===== src/rtl/bios_shadow_copier.sv =====
// rtl/bios_shadow_copier.sv - copies the BIOS ROM image to main memory in bursts before releasing CPU reset
module bios_shadow_copier #(
    parameter int          ROM_WORDS = 2048,
    parameter int          BURST_LEN = 8,
    parameter logic [31:0] DEST_BASE = 32'h0000_0000,
    parameter logic [31:0] MAGIC     = 32'hEFBE_ADDE
) (
    input  logic        clock,
    input  logic        reset,
    input  logic        start,
    output logic [10:0] romAddress,
    input  logic [31:0] romData,
    output logic        busRequest,
    input  logic        busGrant,
    output logic        wrValid,
    input  logic        wrReady,
    output logic [31:0] wrAddress,
    output logic [31:0] wrData,
    output logic        busy,
    output logic        done,
    output logic        error,
    output logic        cpuReset
);

    typedef enum logic [2:0] {
        S_IDLE    = 3'd0,
        S_CHECK   = 3'd1,
        S_REQ     = 3'd2,
        S_BURST   = 3'd3,
        S_RELEASE = 3'd4,
        S_DONE    = 3'd5,
        S_ERROR   = 3'd6
    } state_t;

    // Beat counter is wide enough for BURST_LEN up to 64.
    localparam logic [6:0]  LAST_BEAT = 7'(BURST_LEN - 1);
    localparam logic [10:0] LAST_WORD = 11'(ROM_WORDS - 1);

    state_t      state_q, state_d;
    logic [10:0] addr_q, addr_d;
    logic [6:0]  beat_q, beat_d;

    // State and counter registers; reset aborts any copy in flight.
    always_ff @(posedge clock or posedge reset) begin
        if (reset) begin
            state_q <= S_IDLE;
            addr_q  <= 11'd0;
            beat_q  <= 7'd0;
        end else begin
            state_q <= state_d;
            addr_q  <= addr_d;
            beat_q  <= beat_d;
        end
    end

    // Next-state and counter update; a beat only counts while the grant is held.
    always_comb begin
        state_d = state_q;
        addr_d  = addr_q;
        beat_d  = beat_q;
        case (state_q)
            S_IDLE, S_DONE, S_ERROR: begin
                if (start) begin
                    state_d = S_CHECK;
                    addr_d  = 11'd0;
                end
            end
            S_CHECK: begin
                state_d = (romData == MAGIC) ? S_REQ : S_ERROR;
            end
            S_REQ: begin
                if (busGrant) begin
                    state_d = S_BURST;
                    beat_d  = 7'd0;
                end
            end
            S_BURST: begin
                if (!busGrant) begin
                    state_d = S_ERROR;
                end else if (wrReady) begin
                    addr_d = addr_q + 11'd1;
                    beat_d = beat_q + 7'd1;
                    if (beat_q == LAST_BEAT) begin
                        state_d = (addr_q == LAST_WORD) ? S_DONE : S_RELEASE;
                    end
                end
            end
            S_RELEASE: begin
                state_d = S_REQ;
            end
            default: begin
                state_d = S_IDLE;
            end
        endcase
    end

    // Outputs decode straight from the state so reset drops them asynchronously.
    always_comb begin
        busRequest = 1'b0;
        wrValid    = 1'b0;
        busy       = 1'b1;
        done       = 1'b0;
        error      = 1'b0;
        cpuReset   = 1'b1;
        case (state_q)
            S_IDLE:  busy = 1'b0;
            S_REQ:   busRequest = 1'b1;
            S_BURST: begin
                busRequest = 1'b1;
                wrValid    = 1'b1;
            end
            S_DONE: begin
                busy     = 1'b0;
                done     = 1'b1;
                cpuReset = 1'b0;
            end
            S_ERROR: begin
                busy  = 1'b0;
                error = 1'b1;
            end
            default: ;
        endcase
    end

    assign romAddress = addr_q;
    assign wrAddress  = DEST_BASE + {19'd0, addr_q, 2'b00};
    assign wrData     = romData;

endmodule


===== config.mk =====
export PLATFORM = sky130hd
export DESIGN_NAME = bios_shadow_copier
export DESIGN_NICKNAME = d
export VERILOG_FILES = /design/src/rtl/bios_shadow_copier.sv
export SDC_FILE = /design/constraint.sdc
export NUM_CORES = 1
export LEC_CHECK = 0
export BUFFER_PORTS_ARGS = -buffer_cell sky130_fd_sc_hd__buf_2
export CAP_MARGIN = 5
export CORE_MARGIN = 2
export CORE_UTILIZATION = 43
export DETAILED_ROUTE_END_ITERATION = 16
export PLACE_DENSITY = 0.81
export SYNTH_ARGS = -nofsm -noshare
export SYNTH_HDL_FRONTEND = slang
export SYNTH_SLANG_ARGS = --single-unit

===== constraint.sdc =====
create_clock -name clock -period 2.13 [get_ports clock]
set_clock_uncertainty 0.2 [all_clocks]
set_input_delay 0.639 -clock clock [delete_from_list [all_inputs] [get_ports clock]]
set_output_delay 0.639 -clock clock [all_outputs]
set_load 0.01 [all_outputs]

==> results of run 1 <==
[cell usage after synthesis, drive strengths merged]
cell type,number
clkbuf,2
nor2,6
inv,4
nand3,12
a221oi,1
a22oi,1
a21oi,10
a22o,2
conb,1
nand4bb,1
o32a,1
nand2b,1
xor2,3
o211ai,4
a2111oi,1
a31o,1
nor3,3
a21o,1
mux2i,2
dfrtp,21
o21ai,8
buf,70
ha,2
o31a,1
nor4,2
and3,5
o2bb2ai,1
or3,5
o21bai,1
or4b,3
nand4b,4
nor3b,1
and2,4
nor2b,3
nand4,8
nand3b,2
nand2,20
and3b,1
a31oi,1
[critical path: stages (launching register included)]
cell,delay (ps)
dfrtp_2,480
nand3b_1,220
inv_2,130
buf_2,150
[sequential cells by signal, indices dropped and copies added, names as in the netlist]
register,cells
beat_q,7
romAddress,11
state_q,3
[layer usage]
layer	part of all wire	track usage	vias up	routed length (um)
li1	-	-	820	-
met2	0.52	0.3045	75	2184
met5	0	0	-	0
met3	0.068	0.02180	5	284
met1	0.40	0.1872	797	1665
met4	0.012	0.06624	0	49
[cell type report]
cell class	count	area share
Clock buffer	4	0.02121
Timing Repair Buffer	112	0.2846
Inverter	4	0.007071
Multi-Input combinational cell	143	0.4084
Tap cell	50	0.02946
Sequential cell	21	0.2493
[logic make-up (layout without fill, tap and decap cells)]
group,Yosys count,in the layout,share of synthesized area
adder cells (fa/ha/maj),2,2,0.01351
other,1,21,0.002025
multiplexers,2,2,0.01081
buffers and inverters,76,120,0.2905
AO/OA/AOI/OAI,34,34,0.1297
XOR/XNOR,3,3,0.01419
AND/OR/NAND/NOR,81,81,0.2554
flip-flops,21,21,0.2838
[per-stage QoR]
stage	setup TNS, ps	area (sq um)	utilization
final	0	2123	0.5196
after floorplan	0	1927	-
after global placement	0	2029	0.4966
after CTS	0	2081	0.5092
after detailed placement	0	2029	0.4966
after global routing	-23.27	2123	0.5196
[report_power, final]
group	total (mW)	leakage [nW]	switching, mW	internal, mW
sequential	0.585	0.280	0.114	0.471
combinational	0.964	0.860	0.505	0.459
clock	0.276	0.0228	0.142	0.134
[path summary, 6_finish.rpt]
check / cells after the start / startpoint / slack [ps] / endpoint
worst max-delay path: 3 / state_q[2]$_DFFE_PP0P_ / 40 / wrValid
worst min-delay path: 3 / reset / 190 / romAddress[8]$_DFFE_PP0P_
worst max register to register: 5 / state_q[2]$_DFFE_PP0P_ / 180 / romAddress[9]$_DFFE_PP0P_
worst min register to register: 2 / beat_q[1]$_DFFE_PP0P_ / 330 / beat_q[1]$_DFFE_PP0P_
max in group asynchronous: 3 / reset / 1300 / state_q[2]$_DFFE_PP0P_
min in group clock: 2 / beat_q[1]$_DFFE_PP0P_ / 330 / beat_q[1]$_DFFE_PP0P_
[timing repair]
| action | 4_1_cts | 5_1_grt |
|---|---|---|
| buffers inserted | 0 | 5 |
| resized for setup | 4 | 2 |
| pin swaps | 1 | 1 |
| setup endpoints to repair | 3 | 5 |
==> results.py, run 1 <==
metrics = {
    "cts": {
        "cts_sinks": 21,
        "clk_pin_slew_worst_paths_ps": 80,
        "cts_tree": "built",
        "cts_hold_buf": 0,
        "root_buffer": "clkbuf_8",
        "numCtsBuffers": 3,
        "clock_latency_ps": 270,
        "cts_max_level": 1,
        "clk_path_buf_depth": 2,
    },
    "drt": {
        "drc": 0,
        "vias": 1697,
        "drt_iter0_markers": 79,
        "wl_per_cell_um": 12.52,
        "first_pass_iters": 4,
        "wirelength_mm": 4.183,
        "ant_nets": 0,
        "via_per_inst": 5.081,
    },
    "timing": {
        "setup_slack_ps": 38.00,
        "holdWs_ps": 186.8,
        "finalCritPeriodShare": 0.9822,
        "fin_crit_ps": 2092,
        "grt_setup_unrepaired": "true",
        "final-hold-violation-count": 0,
        "slew_violations": 0,
        "max_freq_ghz": 0.4780,
        "setup_viol": 0,
    },
    "yosys": {
        "yosysWarningCount": 0,
        "yosysSeqAreaShare": 0.2838,
        "synth.top_cell.area_share": 0.2838,
        "synth_top_area_cell": "dfrtp_1",
        "synth_cells": 220,
        "synth_area_sq_mm": 0.001852,
        "syn_avg_cell_area_sq_um": 8.417,
        "ys_top_cells_by_area": "dfrtp_1 28%, buf_4 27%, nand2_1 4.1%, nand3_1 3.0%, a21oi_1 2.7%",
        "ys_ff_latch": 21,
        "synth_cell_types": 42,
    },
    "finish": {
        "final_cell_mix": "96 x buf_2, 21 x conb_1, 20 x nand2_1",
        "fin_nets": 324,
        "regArea_sq_um": 529.3,
        "syn_to_final_growth_pct": 14.66,
        "fill_cells": 408,
        "drive_above_1_share": 0.4401,
        "final_common_cell": "buf_2",
        "multi_input_area_sq_um": 867.1,
        "layout.cells.non_filler": 334,
        "n_antenna_cell": 0,
    },
    "power": {
        "p_leak_nw": 1.163,
        "design_power_total_mw": 1.825,
        "pwr_density_cell_mw_per_mm2": 859.4,
        "ir_worst_vdd_mv": 0.3060,
    },
    "hold_path": {
        "hp-class": "input port to asynchronous set/reset pin",
    },
    "grt": {
        "grt_pass1_wl_mm": 6.651,
        "grt.overflow.total": 0,
        "antenna_found_initial": 0,
        "grt_pass1_vias": 1514,
        "grt_max_degree": 22,
        "gr-usage-all-layers": 0.1637,
    },
    "setup_path": {
        "start_kind": "flop",
        "path_class": "flop to output pin",
        "required_ps": 1290,
        "worstPathArrival_ps": 1250,
        "end_kind": "output pin",
        "path_max_fanout": 10,
    },
    "floorplanning": {
        "coreArea_sq_mm": 0.004086,
        "ios": 118,
        "num_rows": 23,
        "die-width_um": 69.63,
        "dieArea_sq_mm": 0.004848,
        "floorplan.initialDensity": 0.4532,
        "die_height_um": 69.63,
    },
    "placement": {
        "place_worst_setup_slack_ps": 111.8,
        "port_buffers": 96,
        "dpl.cell_count": 325,
        "gp_congestion": 0.8318,
        "hpwlAfterDp_mm": 3.282,
    },
    "run_status": {
        "status": "finished clean",
    },
    "job": {
        "cap_violations": 0,
    },
}
(Power assumes the default switching activity.)
==> inputs of run 2 (changes only) <==
--- a/config.mk
+++ b/config.mk
@@ -5,10 +5,11 @@
 export SDC_FILE = /design/constraint.sdc
 export NUM_CORES = 1
 export LEC_CHECK = 0
+export ABC_AREA = 1
 export BUFFER_PORTS_ARGS = -buffer_cell sky130_fd_sc_hd__buf_2
 export CAP_MARGIN = 5
 export CORE_MARGIN = 2
-export CORE_UTILIZATION = 43
+export CORE_UTILIZATION = 44
 export DETAILED_ROUTE_END_ITERATION = 16
 export PLACE_DENSITY = 0.81
 export SYNTH_ARGS = -nofsm -noshare
==> run 2 against run 1 <==
Hold slack worse by 3.1 ps. Register-to-register slack better by 200 ps. Die area grew 3.6%. Critical path type unchanged.
==> results.py, run 2 <==
metrics = {
    "drt": {
        "wirelength_mm": 4.321,
        "vias": 1846,
        "drt_iter0_markers": 92,
        "ant_nets": 0,
        "drc": 0,
        "first_pass_iters": 4,
        "via_per_inst": 4.603,
        "wl_per_cell_um": 10.78,
    },
    "cts": {
        "cts_tree": "built",
        "root_buffer": "clkbuf_8",
        "numCtsBuffers": 3,
        "cts_sinks": 21,
        "clk_path_buf_depth": 2,
        "clk_pin_slew_worst_paths_ps": 80,
        "cts_hold_buf": 0,
        "cts_max_level": 1,
        "clock_latency_ps": 270,
    },
    "finish": {
        "final_common_cell": "buf_2",
        "layout.cells.non_filler": 401,
        "syn_to_final_growth_pct": 9.790,
        "largest_reg_flops": 11,
        "n_antenna_cell": 0,
        "final_cell_mix": "96 x buf_2, 63 x nand2_1, 31 x inv_1",
        "fill_cells": 448,
        "drive_above_1_share": 0.3496,
        "fin_nets": 389,
    },
    "placement": {
        "port_buffers": 96,
        "gp_congestion": 0.8848,
        "hpwlAfterDp_mm": 3.520,
        "dpl.cell_count": 396,
    },
    "yosys": {
        "synth_commonest_cells": "65 x buf_4, 63 x nand2_1, 33 x inv_1, 29 x nand3_1, 29 x nor2_1",
        "synth_top_area_cell": "dfrtp_1",
        "synth_cell_types": 24,
        "yosysMostFrequentCell": "buf_4",
        "yosysWarningCount": 0,
        "synth_cells": 294,
        "yosysSeqAreaShare": 0.2670,
        "syn_avg_cell_area_sq_um": 6.694,
        "synth_edf_count": 0,
        "ys_top_cells_by_area": "dfrtp_1 27%, buf_4 25%, nand2_1 12%, nand3_1 7.4%, inv_1 6.3%",
        "synth-main-ff-cell": "dfrtp_1",
        "synth_area_sq_mm": 0.001968,
        "synth.top_cell.area_share": 0.2670,
        "ys_async_sr_fraction": 1.000,
        "ys_ff_latch": 21,
    },
    "timing": {
        "grt_setup_unrepaired": "false",
        "max_freq_ghz": 0.4861,
        "final-hold-violation-count": 0,
        "fin_crit_ps": 2057,
        "finalCritPeriodShare": 0.9659,
        "final.setup.tns_ps": 0,
        "slew_violations": 0,
        "setup_viol": 0,
    },
    "floorplanning": {
        "dieArea_sq_mm": 0.005024,
        "die-width_um": 70.88,
        "ios": 118,
        "num_rows": 24,
        "coreArea_sq_mm": 0.004324,
        "floorplan.initialDensity": 0.4552,
        "die_height_um": 70.88,
    },
    "setup_path": {
        "start_kind": "flop",
        "cp_slowest_stage_delay_ps": 460,
        "worstPathArrival_ps": 1220,
        "cp_slowest_cell": "dfrtp_2",
        "path_max_fanout": 5,
        "ff2ff_path_depth": 7,
        "path_cells": "inv_2, nand3_1, nand3_2, inv_1, buf_2",
        "cp_num_buf_inv": 3,
        "crit_cells": 5,
        "crit_family": "flip-flops",
        "required_ps": 1290,
        "path_class": "flop to output pin",
        "end_kind": "output pin",
    },
    "power": {
        "pwr-share-clk": 0.163,
        "ir_worst_vdd_mv": 0.2757,
        "p_seq_frac": 0.365,
        "p_comb_frac": 0.472,
        "intPower_mw": 0.8815,
        "pwr_density_cell_mw_per_mm2": 759.0,
        "netSwitchingFraction": 0.4625,
        "switching_power_mw": 0.7585,
        "p_leak_nw": 1.261,
    },
    "grt": {
        "grt_max_degree": 22,
        "gr-usage-all-layers": 0.1759,
        "grt.overflow.total": 0,
        "antenna_found_initial": 0,
        "grt_pass1_wl_mm": 7.376,
        "grt_pass1_vias": 1688,
    },
    "hold_path": {
        "hp-class": "input port to asynchronous set/reset pin",
    },
    "run_status": {
        "status": "finished clean",
    },
    "job": {
        "cap_violations": 0,
    },
}
## run 2: cell type report
cell class	instances	area, sq um	share of cell area
well taps	52	65.06	0.03011
clock buffers	3	41.29	0.01911
inverters	35	132.6	0.06138
multi-input cells	190	884.6	0.4094
repair buffers	99	503.0	0.2328
flip-flops and latches	21	529.3	0.2449
clock inverters	1	5.005	0.002316
## run 2: path summary, 6_finish.rpt
| check | from | end | slack (ps) |
|---|---|---|---|
| max in group asynchronous | reset | state_q[2]$_DFFE_PP0P_ | 1290 |
| max | state_q[0]$_DFFE_PP0P_ | busy | 70 |
| min | reset | beat_q[0]$_DFFE_PP0P_ | 180 |
| min in group clock | beat_q[1]$_DFFE_PP0P_ | beat_q[1]$_DFFE_PP0P_ | 350 |
| min reg2reg | beat_q[1]$_DFFE_PP0P_ | beat_q[1]$_DFFE_PP0P_ | 350 |
| max reg2reg | romAddress[0]$_DFFE_PP0P_ | state_q[0]$_DFFE_PP0P_ | 380 |
## run 2: layer usage
metal | global-route usage | routed length [um] | up-vias
met5 | 0 | 0 | -
met2 | 0.2897 | 2103 | 58
met4 | 0.07338 | 104 | 0
li1 | - | - | 957
met3 | 0.02849 | 247 | 13
met1 | 0.2295 | 1865 | 818
## run 2: worst reg2reg max path: stages (launching register included)
cell	delay, ps
dfrtp_1	440
ha_1	320
nand4_1	230
nor2_1	180
nand3_1	90
nand2_1	60
nand2_1	50
o21ai_0	100
## run 2: through the flow
step,util,hold slack [ps],worst slack (ps),cell area [sq um],power (mW)
after CTS,0.4974,191.5,9.047,2151,1.630
final,0.4997,183.7,72.65,2161,1.640
after global routing,0.4997,223.3,10.65,2161,1.777
after floorplan,-,284.9,284.8,2043,1.192
after detailed placement,0.4847,335.5,234.1,2096,1.340
after global placement,0.4847,325.2,274.7,2096,1.319
## run 2: kinds of logic (layout without fill, tap and decap cells)
logic type	after synthesis	after routing	synth area share
flip-flops	21	21	0.2670
other	1	21	0.001905
buffers and inverters	103	138	0.3255
adder cells (fa/ha/maj)	2	2	0.01271
AND/OR/NAND/NOR	140	140	0.3179
AO/OA/AOI/OAI	27	27	0.07502
## run 2: what timing repair did
item                                    4_1_cts  5_1_grt
buffers inserted                              1        0
cloned                                        0        0
pin swaps                                     0        0
gates resized for setup                       2        5
endpoints found under the setup margin        1        1
## run 2: power groups by stage
stage	registers, mW	logic [mW]	clock network [mW]
final	0.599	0.773	0.268
after global routing	0.617	0.873	0.286
after CTS	0.588	0.765	0.277
after detailed placement	0.592	0.748	0
after global placement	0.585	0.734	0
after floorplan	0.558	0.634	0
